### src/rtl/aes_req_arbiter_if.sv
// rtl/aes_req_arbiter_if.sv - requester, AES core and result signal bundle for the AES request arbiter
interface aes_req_arbiter_if #(
    parameter int DATA_W = 256
);
    logic              s0_valid;
    logic              s1_valid;
    logic              s0_ready;
    logic              s1_ready;
    logic [DATA_W-1:0] s0_data;
    logic [DATA_W-1:0] s1_data;
    logic              core_valid_in;
    logic              core_in_ready;
    logic [DATA_W-1:0] core_data_in;
    logic              core_cipher_valid;
    logic              core_out_ready;
    logic [DATA_W-1:0] core_cipher;
    logic [DATA_W-1:0] m_data;
    logic              m0_valid;
    logic              m1_valid;
    logic              m0_ready;
    logic              m1_ready;
    logic              busy;
    logic              err;

    // Arbiter side of the bundle
    modport slave (
        input  s0_valid, s1_valid, s0_data, s1_data,
        input  core_in_ready, core_cipher_valid, core_cipher,
        input  m0_ready, m1_ready,
        output s0_ready, s1_ready,
        output core_valid_in, core_data_in, core_out_ready,
        output m_data, m0_valid, m1_valid, busy, err
    );

    // Environment side: requesters, AES core and result consumers
    modport master (
        output s0_valid, s1_valid, s0_data, s1_data,
        output core_in_ready, core_cipher_valid, core_cipher,
        output m0_ready, m1_ready,
        input  s0_ready, s1_ready,
        input  core_valid_in, core_data_in, core_out_ready,
        input  m_data, m0_valid, m1_valid, busy, err
    );
endinterface

### src/rtl/aes_req_arbiter.sv
// rtl/aes_req_arbiter.sv - two-requester round-robin arbiter in front of a shared AES core with in-order result routing
module aes_req_arbiter #(
    parameter int DATA_W = 256
) (
    input  logic               clk,
    input  logic               rst,
    aes_req_arbiter_if.slave   bus
);

    typedef enum logic {
        ARB_IDLE  = 1'b0,
        ARB_ISSUE = 1'b1
    } arb_state_t;

    arb_state_t  state;
    logic        grant;
    logic        rr;
    logic [1:0]  tag_q;
    logic        wr_ptr;
    logic        rd_ptr;
    logic [1:0]  count;
    logic        err_q;

    logic              issuing;
    logic              fifo_empty;
    logic              fifo_full;
    logic              head_tag;
    logic              push;
    logic              pop;
    logic              out_ready;
    logic              next_grant;
    logic [DATA_W-1:0] issue_data;

    // Decode of FSM/FIFO state and the handshakes that move tags in and out
    always_comb begin
        issuing    = (state == ARB_ISSUE);
        fifo_empty = (count == 2'd0);
        fifo_full  = (count == 2'd2);
        head_tag   = tag_q[rd_ptr];
        // Only one valid wins outright; a tie goes to the round-robin pointer
        next_grant = (bus.s0_valid && bus.s1_valid) ? rr : bus.s1_valid;
        out_ready  = !fifo_empty && (head_tag ? bus.m1_ready : bus.m0_ready);
        push       = issuing && bus.core_in_ready;
        pop        = bus.core_cipher_valid && out_ready;
        issue_data = grant ? bus.s1_data : bus.s0_data;
    end

    // core_valid_in is a pure function of the state register, so requester valid/data never reach it combinationally
    assign bus.core_valid_in  = issuing;
    assign bus.core_data_in   = issue_data;
    assign bus.s0_ready       = issuing && !grant && bus.core_in_ready;
    assign bus.s1_ready       = issuing &&  grant && bus.core_in_ready;
    assign bus.core_out_ready = out_ready;
    assign bus.m_data         = bus.core_cipher;
    assign bus.m0_valid       = !fifo_empty && !head_tag && bus.core_cipher_valid;
    assign bus.m1_valid       = !fifo_empty &&  head_tag && bus.core_cipher_valid;
    assign bus.busy           = issuing || !fifo_empty;
    assign bus.err            = err_q;

    // Arbitration FSM, round-robin pointer, tag FIFO and sticky error flag
    always_ff @(posedge clk) begin
        if (rst) begin
            state  <= ARB_IDLE;
            grant  <= 1'b0;
            rr     <= 1'b0;
            tag_q  <= 2'b00;
            wr_ptr <= 1'b0;
            rd_ptr <= 1'b0;
            count  <= 2'd0;
            err_q  <= 1'b0;
        end else begin
            case (state)
                ARB_IDLE: begin
                    // A full FIFO holds off new grants until a result drains
                    if ((bus.s0_valid || bus.s1_valid) && !fifo_full) begin
                        grant <= next_grant;
                        state <= ARB_ISSUE;
                    end
                end
                ARB_ISSUE: begin
                    if (bus.core_in_ready) begin
                        rr    <= ~grant;
                        state <= ARB_IDLE;
                    end
                end
            endcase

            if (push) begin
                tag_q[wr_ptr] <= grant;
                wr_ptr        <= ~wr_ptr;
            end
            if (pop) begin
                rd_ptr <= ~rd_ptr;
            end
            case ({push, pop})
                2'b10:   count <= count + 2'd1;
                2'b01:   count <= count - 2'd1;
                default: count <= count;
            endcase

            // A ciphertext with no outstanding tag has no owner; flag it until reset
            if (bus.core_cipher_valid && fifo_empty) begin
                err_q <= 1'b1;
            end
        end
    end

endmodule

### src/flat_wrapper.sv
// flat-port wrapper written by rule: the top's interface ports become plain ports
module aes_req_arbiter_flat 
#(
    parameter int DATA_W = 256
)
  (clk, rst, bus_s0_valid, bus_s1_valid, bus_s0_data, bus_s1_data, bus_core_in_ready, bus_core_cipher_valid, bus_core_cipher, bus_m0_ready, bus_m1_ready, bus_s0_ready, bus_s1_ready, bus_core_valid_in, bus_core_data_in, bus_core_out_ready, bus_m_data, bus_m0_valid, bus_m1_valid, bus_busy, bus_err);
  aes_req_arbiter_if #(.DATA_W(DATA_W)) bus_i ();
  input  logic clk;
  input  logic rst;
  input wire logic [$bits(bus_i.s0_valid)-1:0] bus_s0_valid;
  input wire logic [$bits(bus_i.s1_valid)-1:0] bus_s1_valid;
  input wire logic [$bits(bus_i.s0_data)-1:0] bus_s0_data;
  input wire logic [$bits(bus_i.s1_data)-1:0] bus_s1_data;
  input wire logic [$bits(bus_i.core_in_ready)-1:0] bus_core_in_ready;
  input wire logic [$bits(bus_i.core_cipher_valid)-1:0] bus_core_cipher_valid;
  input wire logic [$bits(bus_i.core_cipher)-1:0] bus_core_cipher;
  input wire logic [$bits(bus_i.m0_ready)-1:0] bus_m0_ready;
  input wire logic [$bits(bus_i.m1_ready)-1:0] bus_m1_ready;
  output wire logic [$bits(bus_i.s0_ready)-1:0] bus_s0_ready;
  output wire logic [$bits(bus_i.s1_ready)-1:0] bus_s1_ready;
  output wire logic [$bits(bus_i.core_valid_in)-1:0] bus_core_valid_in;
  output wire logic [$bits(bus_i.core_data_in)-1:0] bus_core_data_in;
  output wire logic [$bits(bus_i.core_out_ready)-1:0] bus_core_out_ready;
  output wire logic [$bits(bus_i.m_data)-1:0] bus_m_data;
  output wire logic [$bits(bus_i.m0_valid)-1:0] bus_m0_valid;
  output wire logic [$bits(bus_i.m1_valid)-1:0] bus_m1_valid;
  output wire logic [$bits(bus_i.busy)-1:0] bus_busy;
  output wire logic [$bits(bus_i.err)-1:0] bus_err;
  assign bus_i.s0_valid = bus_s0_valid;
  assign bus_i.s1_valid = bus_s1_valid;
  assign bus_i.s0_data = bus_s0_data;
  assign bus_i.s1_data = bus_s1_data;
  assign bus_i.core_in_ready = bus_core_in_ready;
  assign bus_i.core_cipher_valid = bus_core_cipher_valid;
  assign bus_i.core_cipher = bus_core_cipher;
  assign bus_i.m0_ready = bus_m0_ready;
  assign bus_i.m1_ready = bus_m1_ready;
  assign bus_s0_ready = bus_i.s0_ready;
  assign bus_s1_ready = bus_i.s1_ready;
  assign bus_core_valid_in = bus_i.core_valid_in;
  assign bus_core_data_in = bus_i.core_data_in;
  assign bus_core_out_ready = bus_i.core_out_ready;
  assign bus_m_data = bus_i.m_data;
  assign bus_m0_valid = bus_i.m0_valid;
  assign bus_m1_valid = bus_i.m1_valid;
  assign bus_busy = bus_i.busy;
  assign bus_err = bus_i.err;
  aes_req_arbiter #(.DATA_W(DATA_W)) u_core (.clk(clk), .rst(rst), .bus(bus_i));
endmodule
### config.mk
export PLATFORM = sky130hd
export DESIGN_NAME = aes_req_arbiter_flat
export DESIGN_NICKNAME = d
export VERILOG_FILES = /design/src/rtl/aes_req_arbiter_if.sv /design/src/rtl/aes_req_arbiter.sv /design/src/flat_wrapper.sv
export SDC_FILE = /design/constraint.sdc
export NUM_CORES = 1
export LEC_CHECK = 0
export ABC_AREA = 1
export CORE_AREA = 3 3 507 509
export CTS_CLUSTER_SIZE = 14
export DETAILED_ROUTE_END_ITERATION = 8
export DIE_AREA = 0 0 510 512
export SLEW_MARGIN = 10
export SYNTH_ARGS = -nofsm -noshare
export SYNTH_HDL_FRONTEND = slang
export SYNTH_SLANG_ARGS = --single-unit
### constraint.sdc
create_clock -name clk -period 3.7 [get_ports clk]
set_input_delay 0.37 -clock clk [delete_from_list [all_inputs] [get_ports clk]]
set_output_delay 0.37 -clock clk [all_outputs]
set_load 0.01 [all_outputs]
==> metrics.csv <==
metric,value,unit
status,completed,
Comb pwr share,0.885,
fill count,29970,
CP most frequent cell,nand2_1,
postcts setup bufs,0,
Slew headroom,0.4594,
"commonest non-fill, non-tap cell in the layout",nand2_1,
"Avg Cell Area, Syn",4.952,um2
Switching Share,0.5025,
Power Density,191.4,nW/um2
maximum vdd drop,0.1041,mV
synth unique cells,24,
Critical Path AT,2.49,ns
num rows,185,
Ys Warns,0,
CP Max Fanout,101,
fin crit period,2.861,ns
hold buffers post-CTS,0,
Multi-input gate area,3129,um2
syn_nets,1932,
HPWL after DPL,241400,um
worst setup path class,reg -> out,
port bufs,783,
DR vias,10180,
Post-CTS Resized,0,
most frequent cells in the layout,"783 x nand2_1, 664 x clkdlybuf4s50_1, 107 x buf_12, 23 x buf_4, 14 x inv_1",
P_sw,1.618,mW
Post-Synthesis Cells,1155,
CTS sink cnt,10,
antenna-violating nets left,0,
DRC Markers,0,
CTS Buf Count,3,
initial antenna violation count,250,
GR Util All Layers,0.1830,
clock latency on the worst-skew pair,0.26,ns
Critical path buffers and inverters,2,
Die Wd,510,um
RSZ-0062 raised after global routing,false,
gr ovfl total,0,
max-slew violation count,0,
cell-internal power,1.602,mW
max_cap viols,0,
Starting DRT DRC Count,776,
setup TNS,0,ns
Overall Power,3.220,mW
core area,253500,um2
CP endpoint kind,primary output,
slew at the pin with the worst max-slew slack,0.8083,ns
wire per inst,49.25,um
area delta synth->final,194.1,%
H-tree levels,1,
Final Setup Violations,0,
Clock Skews,0.01406,ns
CTS tree,built,
first-pass GRT wire length,268100,um
via/cell ratio,2.009,
Die H,512,um
period utilization,0.7732,
drt pass-1 iters,5,
CP Launch Type,flip-flop,
biggest cell delay along the critical path,0.72,ns
gpl congestion,1.030,
crit path cell chain,buf_12 -> nand2_1 -> nand2_1 -> clkdlybuf4s50_1,
Mapped Area,5719,um2
Total Routed Length,249500,um
Worst path top cell family by delay,buffers and inverters,
clk slew on worst S/H paths,0.06,ns
Critical Path RT,3.33,ns
hold crit path type,reg -> reg,
Fin. Hold Viols,0,
Flop pwr share,0.039,
Register Area,203.9,um2
Root Driver,clkbuf_16,
Fin Hold WS,0.4672,ns
Die Footprint,261100,um2
leak pwr,6.188,nW
post-synthesis register bit count,10,
final net count,2418,
sequential-to-total area share from yosys stat,0.03500,
Clock power frac,0.076,
fmax,0.3495,GHz
CP max stage cell,clkdlybuf4s50_1,
fraction of layout cells with a size suffix above 1,0.08659,
largest net degree at the start of global routing,107,
Initial Utilization,0.02256,
# IOs,1296,
Clock Tree Buf Depth,2,
vias in the first global route,9115,
power groups by stage:
stage | registers, mW | clock network, mW | logic, mW
3_5_place_dp | 0.127 | 0 | 2.98
6_report | 0.125 | 0.245 | 2.85
5_1_grt | 0.127 | 0.263 | 3.04
2_1_floorplan | 0.123 | 0 | 0.855
3_3_place_gp | 0.127 | 0 | 2.98
4_1_cts | 0.125 | 0.263 | 2.99
logic make-up after synthesis:
group	synth area share
adder cells (fa/ha/maj)	0.002187
XOR/XNOR	0.001532
buffers and inverters	0.4179
AND/OR/NAND/NOR	0.5281
flip-flops	0.03500
AO/OA/AOI/OAI	0.01531
area by class of cell:
cell class                      count  area share
Multi-Input combinational cell    816      0.1860
Sequential cell                    10     0.01213
Inverter                           16    0.004315
Antenna cell                       61    0.009075
Clock buffer                        4    0.005282
Tap cell                         3366      0.2504
Timing Repair Buffer              794      0.5328
sequential cells by signal, summed over array words and instances, names as in the netlist:
register / cells
u_core.bus.core_valid_in: 1
u_core.count: 2
u_core.rd_ptr: 1
u_core.tag_q: 2
u_core.rr: 1
u_core.grant: 1
u_core.bus.err: 1
u_core.wr_ptr: 1
stage by stage:
step,std cells,instance area (um2),utilization,setup WS (ns)
finish,5067,16820,0.06636,0.8390
floorplan,1155,5719,-,2.321
global placement,5002,16580,0.06541,1.136
global route,5019,16700,0.06589,0.8228
detailed placement,5002,16580,0.06541,1.097
CTS,5006,16670,0.06576,0.8251
cells in the mapped netlist (all sizes together):
| library cell | count | share of area |
|---|---|---|
| a21oi | 9 | 0.0079 |
| a22oi | 1 | 0.0013 |
| buf | 310 | 0.40 |
| clkbuf | 3 | 0.0020 |
| dfxtp | 10 | 0.035 |
| ha | 1 | 0.0022 |
| inv | 16 | 0.011 |
| nand2 | 784 | 0.51 |
| nand3 | 3 | 0.0044 |
| nand4 | 1 | 0.0011 |
| nor2 | 8 | 0.0057 |
| nor3 | 1 | 0.00087 |
| o211ai | 1 | 0.0013 |
| o21a | 1 | 0.0013 |
| o21ai | 4 | 0.0035 |
| or2 | 1 | 0.0011 |
| xor2 | 1 | 0.0015 |
worst paths after layout:
check / from / end / slack, ns / depth (start not counted)
min reg2reg: u_core.wr_ptr$_SDFFE_PP0N_ / u_core.wr_ptr$_SDFFE_PP0N_ / 0.47 / 2
max: u_core.grant$_SDFFE_PP0P_ / bus_core_data_in[80] / 0.84 / 4
min: u_core.wr_ptr$_SDFFE_PP0N_ / u_core.wr_ptr$_SDFFE_PP0N_ / 0.47 / 2
max reg2reg: u_core.grant$_SDFFE_PP0P_ / u_core.grant$_SDFFE_PP0P_ / 1.94 / 3
worst reg2reg max path, stage by stage (launching register included):
cell and delay [ns]:
dfxtp_4 0.46, buf_12 0.38, nand2_1 0.26, a21oi_1 0.48
per-layer routing:
metal  wire (um)  track usage  vias up
met2       97600       0.2614     1454
met3       84390       0.2858      439
li1            -            -     4226
met4        6066      0.02812      162
met5        1342     0.005741        -
met1       60140       0.1298     3899
Note: power is estimated with default switching activity, not from simulation.
